## config.mk

```make
export PLATFORM = sky130hd
export DESIGN_NAME = spi_sync_frontend
export DESIGN_NICKNAME = d
export VERILOG_FILES = /design/src/rtl/spi_sync_frontend.sv
export SDC_FILE = /design/constraint.sdc
export NUM_CORES = 1
export LEC_CHECK = 0
export CAP_MARGIN = 25
export CORE_UTILIZATION = 45
export DETAILED_ROUTE_END_ITERATION = 8
export GPL_TIMING_DRIVEN = 0
export PLACE_DENSITY_LB_ADDON = 0.2
export SYNTH_ARGS = -nofsm -noshare
export SYNTH_HDL_FRONTEND = slang
export SYNTH_SLANG_ARGS = --single-unit
export TNS_END_PERCENT = 100
```

## constraint.sdc

```tcl
create_clock -name clk -period 4.69 [get_ports clk]
set_clock_uncertainty 0.05 [all_clocks]
set_input_delay 0.938 -clock clk [delete_from_list [all_inputs] [get_ports clk]]
set_output_delay 0.938 -clock clk [all_outputs]
set_load 0.01 [all_outputs]
```

## src/rtl/spi_sync_frontend.sv

```systemverilog
`timescale 1ns/1ps
// SPI mode-0 slave front end: oversamples sck/ss_n/sdi in the clk domain,
// deserialises MOSI bytes, serialises MISO bytes and tracks frame boundaries.
module spi_sync_frontend #(
  parameter int SYNC_STAGES = 2
) (
  input  logic        clk,
  input  logic        rst,
  input  logic        sck,
  input  logic        ss_n,
  input  logic        sdi,
  output logic        sdo,
  output logic        sdo_oe,
  output logic [7:0]  rx_data,
  output logic        rx_valid,
  output logic        rx_first,
  input  logic [7:0]  tx_data,
  output logic        tx_req,
  output logic        frame_end,
  output logic        rx_abort,
  output logic [15:0] byte_count
);

  typedef enum logic {S_IDLE, S_ACTIVE} state_t;

  localparam logic [2:0] FLUSH_CYCLES = 3'(SYNC_STAGES + 1);

  logic [SYNC_STAGES-1:0] r_sck_sync;
  logic [SYNC_STAGES-1:0] r_ss_sync;
  logic [SYNC_STAGES-1:0] r_sdi_sync;
  logic                   r_sck_d;
  logic                   r_ss_d;
  logic [2:0]             r_flush_cnt;

  state_t      r_state;
  state_t      w_state_next;
  logic [7:0]  r_rx_shift;
  logic [7:0]  r_tx_shift;
  logic [2:0]  r_bit_cnt;
  logic        r_first;
  logic        r_load_pend;
  logic [7:0]  r_rx_data;
  logic        r_rx_valid;
  logic        r_rx_first;
  logic        r_tx_req;
  logic        r_frame_end;
  logic        r_rx_abort;
  logic [15:0] r_byte_count;

  logic       w_sck;
  logic       w_ss;
  logic       w_sdi;
  logic       w_ready;
  logic       w_sck_rise;
  logic       w_sck_fall;
  logic       w_ss_fall;
  logic       w_ss_rise;
  logic       w_start;
  logic       w_stop;
  logic       w_act;
  logic [7:0] w_rx_next;

  always_ff @(posedge clk or posedge rst) begin
    if (rst) begin
      r_sck_sync  <= '0;
      r_ss_sync   <= '1;
      r_sdi_sync  <= '0;
      r_sck_d     <= 1'b0;
      r_ss_d      <= 1'b1;
      r_flush_cnt <= 3'd0;
    end else begin
      r_sck_sync <= {r_sck_sync[SYNC_STAGES-2:0], sck};
      r_ss_sync  <= {r_ss_sync[SYNC_STAGES-2:0], ss_n};
      r_sdi_sync <= {r_sdi_sync[SYNC_STAGES-2:0], sdi};
      r_sck_d    <= r_sck_sync[SYNC_STAGES-1];
      r_ss_d     <= r_ss_sync[SYNC_STAGES-1];
      if (r_flush_cnt != FLUSH_CYCLES) begin
        r_flush_cnt <= r_flush_cnt + 3'd1;
      end
    end
  end

  assign w_sck = r_sck_sync[SYNC_STAGES-1];
  assign w_ss  = r_ss_sync[SYNC_STAGES-1];
  assign w_sdi = r_sdi_sync[SYNC_STAGES-1];

  // Edges are masked until the reset idle levels have left the chain, so a
  // select held low across reset cannot masquerade as a fresh falling edge.
  assign w_ready    = (r_flush_cnt == FLUSH_CYCLES);
  assign w_sck_rise = w_ready &  w_sck & ~r_sck_d;
  assign w_sck_fall = w_ready & ~w_sck &  r_sck_d;
  assign w_ss_fall  = w_ready & ~w_ss  &  r_ss_d;
  assign w_ss_rise  = w_ready &  w_ss  & ~r_ss_d;

  always_ff @(posedge clk or posedge rst) begin
    if (rst) begin
      r_state <= S_IDLE;
    end else begin
      r_state <= w_state_next;
    end
  end

  always_comb begin
    w_state_next = r_state;
    case (r_state)
      S_IDLE:   if (w_ss_fall) w_state_next = S_ACTIVE;
      S_ACTIVE: if (w_ss_rise) w_state_next = S_IDLE;
      default:  w_state_next = S_IDLE;
    endcase
  end

  assign w_start   = (r_state == S_IDLE) & w_ss_fall;
  assign w_stop    = (r_state == S_ACTIVE) & w_ss_rise;
  assign w_act     = (r_state == S_ACTIVE) & ~w_ss_rise & ~w_ss_fall;
  assign w_rx_next = {r_rx_shift[6:0], w_sdi};

  always_ff @(posedge clk or posedge rst) begin
    if (rst) begin
      r_rx_shift   <= 8'h00;
      r_tx_shift   <= 8'h00;
      r_bit_cnt    <= 3'd0;
      r_first      <= 1'b0;
      r_load_pend  <= 1'b0;
      r_rx_data    <= 8'h00;
      r_rx_valid   <= 1'b0;
      r_rx_first   <= 1'b0;
      r_tx_req     <= 1'b0;
      r_frame_end  <= 1'b0;
      r_rx_abort   <= 1'b0;
      r_byte_count <= 16'h0000;
    end else begin
      r_rx_valid  <= 1'b0;
      r_rx_first  <= 1'b0;
      r_tx_req    <= 1'b0;
      r_frame_end <= 1'b0;
      r_rx_abort  <= 1'b0;
      if (w_start) begin
        r_tx_shift   <= tx_data;
        r_bit_cnt    <= 3'd0;
        r_byte_count <= 16'h0000;
        r_first      <= 1'b1;
        r_load_pend  <= 1'b0;
      end else if (w_stop) begin
        r_frame_end <= 1'b1;
        r_rx_abort  <= (r_bit_cnt != 3'd0);
        r_bit_cnt   <= 3'd0;
        r_load_pend <= 1'b0;
      end else if (w_act) begin
        if (w_sck_rise) begin
          r_rx_shift <= w_rx_next;
          r_bit_cnt  <= r_bit_cnt + 3'd1;
          if (r_bit_cnt == 3'd7) begin
            r_rx_data   <= w_rx_next;
            r_rx_valid  <= 1'b1;
            r_rx_first  <= r_first;
            r_tx_req    <= 1'b1;
            r_first     <= 1'b0;
            r_load_pend <= 1'b1;
            if (r_byte_count != 16'hFFFF) begin
              r_byte_count <= r_byte_count + 16'd1;
            end
          end
        end else if (w_sck_fall) begin
          // The fall after a completed byte brings in the backend's answer.
          if (r_load_pend) begin
            r_tx_shift  <= tx_data;
            r_load_pend <= 1'b0;
          end else begin
            r_tx_shift <= {r_tx_shift[6:0], 1'b0};
          end
        end
      end
    end
  end

  assign sdo        = (r_state == S_ACTIVE) & r_tx_shift[7];
  assign sdo_oe     = (r_state == S_ACTIVE);
  assign rx_data    = r_rx_data;
  assign rx_valid   = r_rx_valid;
  assign rx_first   = r_rx_first;
  assign tx_req     = r_tx_req;
  assign frame_end  = r_frame_end;
  assign rx_abort   = r_rx_abort;
  assign byte_count = r_byte_count;

endmodule

```

# == Yosys cells after proc, flatten, opt, wreduce, memory -nomap -nowiden ==
# Cells that the tools add are included.
# word_totals
inputBits,13
regBits,60
wordCells,110
# classes
bitwise,22
eq_ne,7
mux,44
n_reduce_logical,16
n_addsub,3
# ops
operator,n
16-bit 2-to-1 mux,6
8-bit 2-to-1 mux,6
1-bit 2-to-1 mux,27
"16-bit by 1-bit adder with 16-bit output, second input constant",1
"16-bit != test, second input constant",1
1-bit bitwise AND,13
3-bit 2-to-1 mux,4
4-bit AND reduction,3
5-bit AND reduction,2
2-bit nonzero test,5
1-bit inverter,9
3-bit nonzero test,3
"3-bit by 1-bit adder with 3-bit output, second input constant",2
"4-bit by 1-bit != test with 1-bit output, second input constant",1
4-bit nonzero test,1
"3-bit by 2-bit == test with 1-bit output, second input constant",1
"3-bit == test, second input constant",1
"3-bit by 2-bit != test with 1-bit output, second input constant",1
3-bit AND reduction,1
"2-bit by 1-bit != test with 1-bit output, second input constant",1
"2-bit != test, second input constant",1
1-bit case mux with 2 select lines,1
2-bit AND reduction,1

# == Logic depth before layout (Yosys ltp) ==
# Gate-level depths: netlist of the first run.
# depth
depth_word,9
depth_mapped,10
mapped_depth_nobuf,8

# == Least setup slack after synthesis of the first run ==
# Ideal clock, no wire load.
# synth_path
kind,register -> register
startpoint,register r_flush_cnt[0]
endpoint,"register r_byte_count[9], in the netlist byte_count[9]"
n_path_buf,1
path_stages_with_launch,9
setup_slack_ns,2.664
t_arrival_ns,1.840
path_cell_list,dfrtp_1 ha_1 ha_1 buf_4 and4b_1 nand3_4 or4_1 nand3_1 o211ai_1
# synth_via
elab_chain_len,8
elab_cells_between_ends,20
classes_between,eq/ne: 2; mux: 1; bitwise: 12; reduce/logical: 5
# synth_lines
item,line,source
"start, declared",33,logic [2:0] r_flush_cnt;
"start signal, assigned",78,r_flush_cnt <= r_flush_cnt + 3'd1;
3-bit by 2-bit == test with 1-bit output *,89,assign w_ready = (r_flush_cnt == FLUSH_CYCLES);
1-bit bitwise AND (2 in a row),93,assign w_ss_rise = w_ready & w_ss & ~r_ss_d;
1-bit inverter,114,assign w_act = (r_state == S_ACTIVE) & ~w_ss_rise & ~w_ss_fall;
1-bit bitwise AND (2 in a row),114,
2-bit nonzero test (no line),-,
5-bit AND reduction (no line),-,
"end signal, assigned",160,r_byte_count <= r_byte_count + 16'd1;
"end, declared",48,logic [15:0] r_byte_count;
# Every way passes the cells marked *; elsewhere a longest branch is shown, timed or not.
# A chain may end at the register's enable or synchronous reset.

# == Worst setup path after layout of the first run ==
# layout_path
startpoint,"register r_state, in the netlist sdo_oe"
endpoint,output port sdo
# layout_via
elab_chain_len,1
# layout_lines
item,line,source
"start, declared",35,state_t r_state;
"start signal, assigned",99,r_state <= w_state_next;
1-bit bitwise AND,176,assign sdo = (r_state == S_ACTIVE) & r_tx_shift[7];
"end, declared",12,"output logic sdo,"
# Every way passes these cells.

==> run_results.csv, run 1 <==
group,metric,value,unit
status,status,"completed",
yosys,synth_cells,245,
pwr,combPwrFrac,0.098,
floorplanning,rows,27,
place,io_buffer_count,43,
yosys,ys_types,44,
clock_network,cts_hold_buf,0,
clock_network,ctsRootBufferMaster,"clkbuf_8",
global_routing,grt_use_met1,0.240,
detailed_routing,wl,4990,um
global_routing,grt_pass1_wl,8930,um
global_routing,grt.overflow.total,0,
yosys,synthFlopType,"dfrtp_1",
critical_path,cp-end-kind,"primary output",
critical_path,rrSetupSlack,2.42,ns
detailed_routing,antenna_left,0,
place,dp_hpwl,3510,um
global_routing,antenna_found_initial,0,
floorplanning,die-area,6200,um2
final_layout,areaGrowthSynthToFinish,26.6,%
pwr,power_density,328,nW/um2
flow_run,cap_violations,0,
critical_path,worstSetupPathType,"flip-flop to primary output",
sta,hold_viol_final,0,
detailed_routing,vias,1978,
final_layout,multi_input_area,1060,um2
yosys,synth_nets,264,
sta,fin_crit_sh,0.532,
critical_path,critical_path.cell_chain,"and2_1, clkdlybuf4s50_1",
sta,hold_slack,0.299,ns
pwr,power.internal,831,uW
final_layout,layout_common_cells,"dfrtp_1 (57), nand2_1 (44), clkdlybuf4s50_1 (43)",
yosys,synth_edf_count,0,
global_routing,grt_pass1_vias,1992,
pwr,switchingPower,271,uW
clock_network,cts-resized-gates,0,
sta,tightest_slew,0.651,ns
clock_network,htree_levels,3,
sta,fin_setup_tns,0,ns
clock_network,clkTransAtPathRegs,0.06,ns
detailed_routing,first_iter_violations,135,
pwr,p_leak,0.00152,uW
critical_path,crit_start,"sdo_oe$_DFF_PP0_",
critical_path,r2r_end,"byte_count[0]$_DFFE_PP0P_",
floorplanning,initial_core_util,0.473,
critical_path,critical_path.max_stage_delay,0.53,ns
sta,drv_slew,0,
critical_path,path_max_fanout,10,
final_layout,drive_above_1_share,0.121,
floorplanning,die_x,78.7,um
detailed_routing,firstDrtPassIters,4,
detailed_routing,routed_via_density,5.25,
clock_network,cts_setup_buffers,0,
global_routing,gr-usage-met2,0.300,
final_layout,fillers,476,
critical_path,r2r_cells,9,
global_routing,grt_max_degree,38,
pwr,p_seq_frac,0.547,
yosys,synthesis.area,2650,um2
sta,timing.slew.headroom,0.562,
place,place.gp.congestion,0.783,
detailed_routing,drc,0,
pwr,peakVddDrop,0.196,mV
final_layout,antenna_cells,0,
global_routing,track_usage,0.191,
final_layout,nets,319,
pwr,switching_share,0.246,
critical_path,critPathCapture,"sdo",
critical_path,crit_arrival,1.51,ns
critical_path,crit_slowest_cell,"clkdlybuf4s50_1",
clock_network,clockBufferDepth,2,
final_layout,layout_commonest_cell,"dfrtp_1",
min_path,min_path_type,"flip-flop to flip-flop",
sta,rsz0062_at_grt,"no",
clock_network,cts_tree,"done",
min_path,hold_depth,0,
sta,min_period,2.49,ns
floorplanning,ios,44,
yosys,seq_area_frac_synth,0.568,
yosys,async_flop_share,1.00,
sta,setup_viol,0,
pwr,p_clk_frac,0.355,
global_routing,grt_use_met3,0.0460,
final_layout,seqCellArea,1510,um2
clock_network,numCtsBuffers,9,
floorplanning,die_h,78.7,um
global_routing,busiest_layer,"met2",
critical_path,required,3.70,ns
sta,clock.fmax,0.401,GHz
yosys,ys_warn_count,0,
detailed_routing,wl_per_cell,13.2,um
yosys,syn_avg_cell_area,10.8,um2
critical_path,start_kind,"flip-flop",
yosys,ys_ff_latch,60,
critical_path,worstReg2RegStart,"r_flush_cnt[0]$_DFFE_PP0P_",
floorplanning,core,5610,um2
clock_network,insertion_delay,0.33,ns
clock_network,cts_sinks,60,
[cells by family (layout without fill, tap and decap cells)]
kind of cell             count (synthesis)  count (layout)  share of synthesized area
adder cells (fa/ha/maj)                  7               7                     0.0321
multiplexers                            21              21                     0.0836
AND/OR/NAND/NOR                         95              95                      0.184
buffers and inverters                   19              79                     0.0316
XOR/XNOR                                 6               6                     0.0198
flip-flops                              60              60                      0.568
AO/OA/AOI/OAI                           37              37                     0.0807
[layout make-up]
class,count,share of cell area
Tap cell,72,0.0269
Sequential cell,60,0.449
Timing Repair Buffer,44,0.134
Buffer,10,0.0149
Inverter,9,0.0101
Clock buffer,13,0.0444
Multi-Input combinational cell,166,0.316
Clock inverter,3,0.00448
[state kept, by name, summed over array words and instances, names as in the netlist, 2 cells and up]
name,flops
r_rx_shift,7
r_flush_cnt,3
r_bit_cnt,3
rx_data,8
r_tx_shift,8
r_ss_sync,2
r_sdi_sync,2
byte_count,16
r_sck_sync,2
[worst max-delay path: cells and delay by family (launching register included)]
kind                   cells  cell delay [ns]
buffers and inverters      1             0.53
flip-flops                 1             0.48
AND/OR/NAND/NOR            1             0.16
[worst min path at each step]
stage                                        from                       to  slack (ns)
after CTS                 r_sdi_sync[0]$_DFF_PP0_  r_sdi_sync[1]$_DFF_PP0_        0.30
after global placement    r_sck_sync[0]$_DFF_PP0_  r_sck_sync[1]$_DFF_PP0_        0.28
final                     r_sdi_sync[0]$_DFF_PP0_  r_sdi_sync[1]$_DFF_PP0_        0.30
after floorplan           r_sck_sync[0]$_DFF_PP0_  r_sck_sync[1]$_DFF_PP0_        0.28
after detailed placement  r_sdi_sync[0]$_DFF_PP0_  r_sdi_sync[1]$_DFF_PP0_        0.29
after global routing      r_sck_sync[0]$_DFF_PP0_  r_sck_sync[1]$_DFF_PP0_        0.31
[power groups by stage]
stage | clock, uW | sequential (uW) | combinational (uW)
2_1_floorplan | 0 | 601 | 74.5
3_3_place_gp | 0 | 608 | 104
3_5_place_dp | 0 | 612 | 111
4_1_cts | 404 | 603 | 111
5_1_grt | 428 | 610 | 122
6_report | 391 | 602 | 108
[metrics by stage]
step | total power (uW) | utilization | worst slack, ns | cells | area (um2)
after floorplan | 676 | - | 2.22 | 245 | 2650
after global placement | 712 | 0.565 | 1.20 | 360 | 3170
after detailed placement | 723 | 0.569 | 2.41 | 361 | 3190
after CTS | 1120 | 0.598 | 2.17 | 377 | 3350
after global routing | 1160 | 0.598 | 2.09 | 377 | 3350
final | 1100 | 0.598 | 2.20 | 377 | 3350
[per-layer routing]
layer  part of all wire  wire (um)  vias up
met2               0.46       2280       40
met5                  0          0        -
met4              0.023        115        0
met1               0.48       2400      961
met3              0.038        191        9
li1                   -          -      968
[cell usage after synthesis, drive strengths merged, types with 5 or more instances]
cell / instances / area [um2]
nor3: 6 / 30.0
o21ai: 21 / 105
a21oi: 6 / 30.0
mux2: 9 / 101
nand4: 5 / 31.3
buf: 7 / 38.8
mux2i: 12 / 120
nor2: 6 / 25.0
nand2: 44 / 165
nand3: 13 / 82.6
ha: 6 / 75.1
inv: 8 / 30.0
and3: 5 / 31.3
dfrtp: 57 / 1430
xnor2: 5 / 43.8
Power figures use the tool's default switching activity.
==> inputs of run 2 (changes only) <==
clock period = 2.5 ns   (was 4.69 ns; I/O delays follow)
==> results of run 2 <==
The final DEF is identical to that of run 1. Status: completed.
Main changes from that run: setup slack after placement 2.41 ns -> 0.221 ns; setup slack after layout 2.20 ns -> 0.228 ns; start point of the critical path sdo_oe$_DFF_PP0_ -> r_flush_cnt[0]$_DFFE_PP0P_; end point of the critical path sdo -> byte_count[0]$_DFFE_PP0P_; register-to-register setup slack 2.42 ns -> 0.23 ns; total power 1100 uW -> 2070 uW; worst IR drop on VDD 0.196 mV -> 0.367 mV
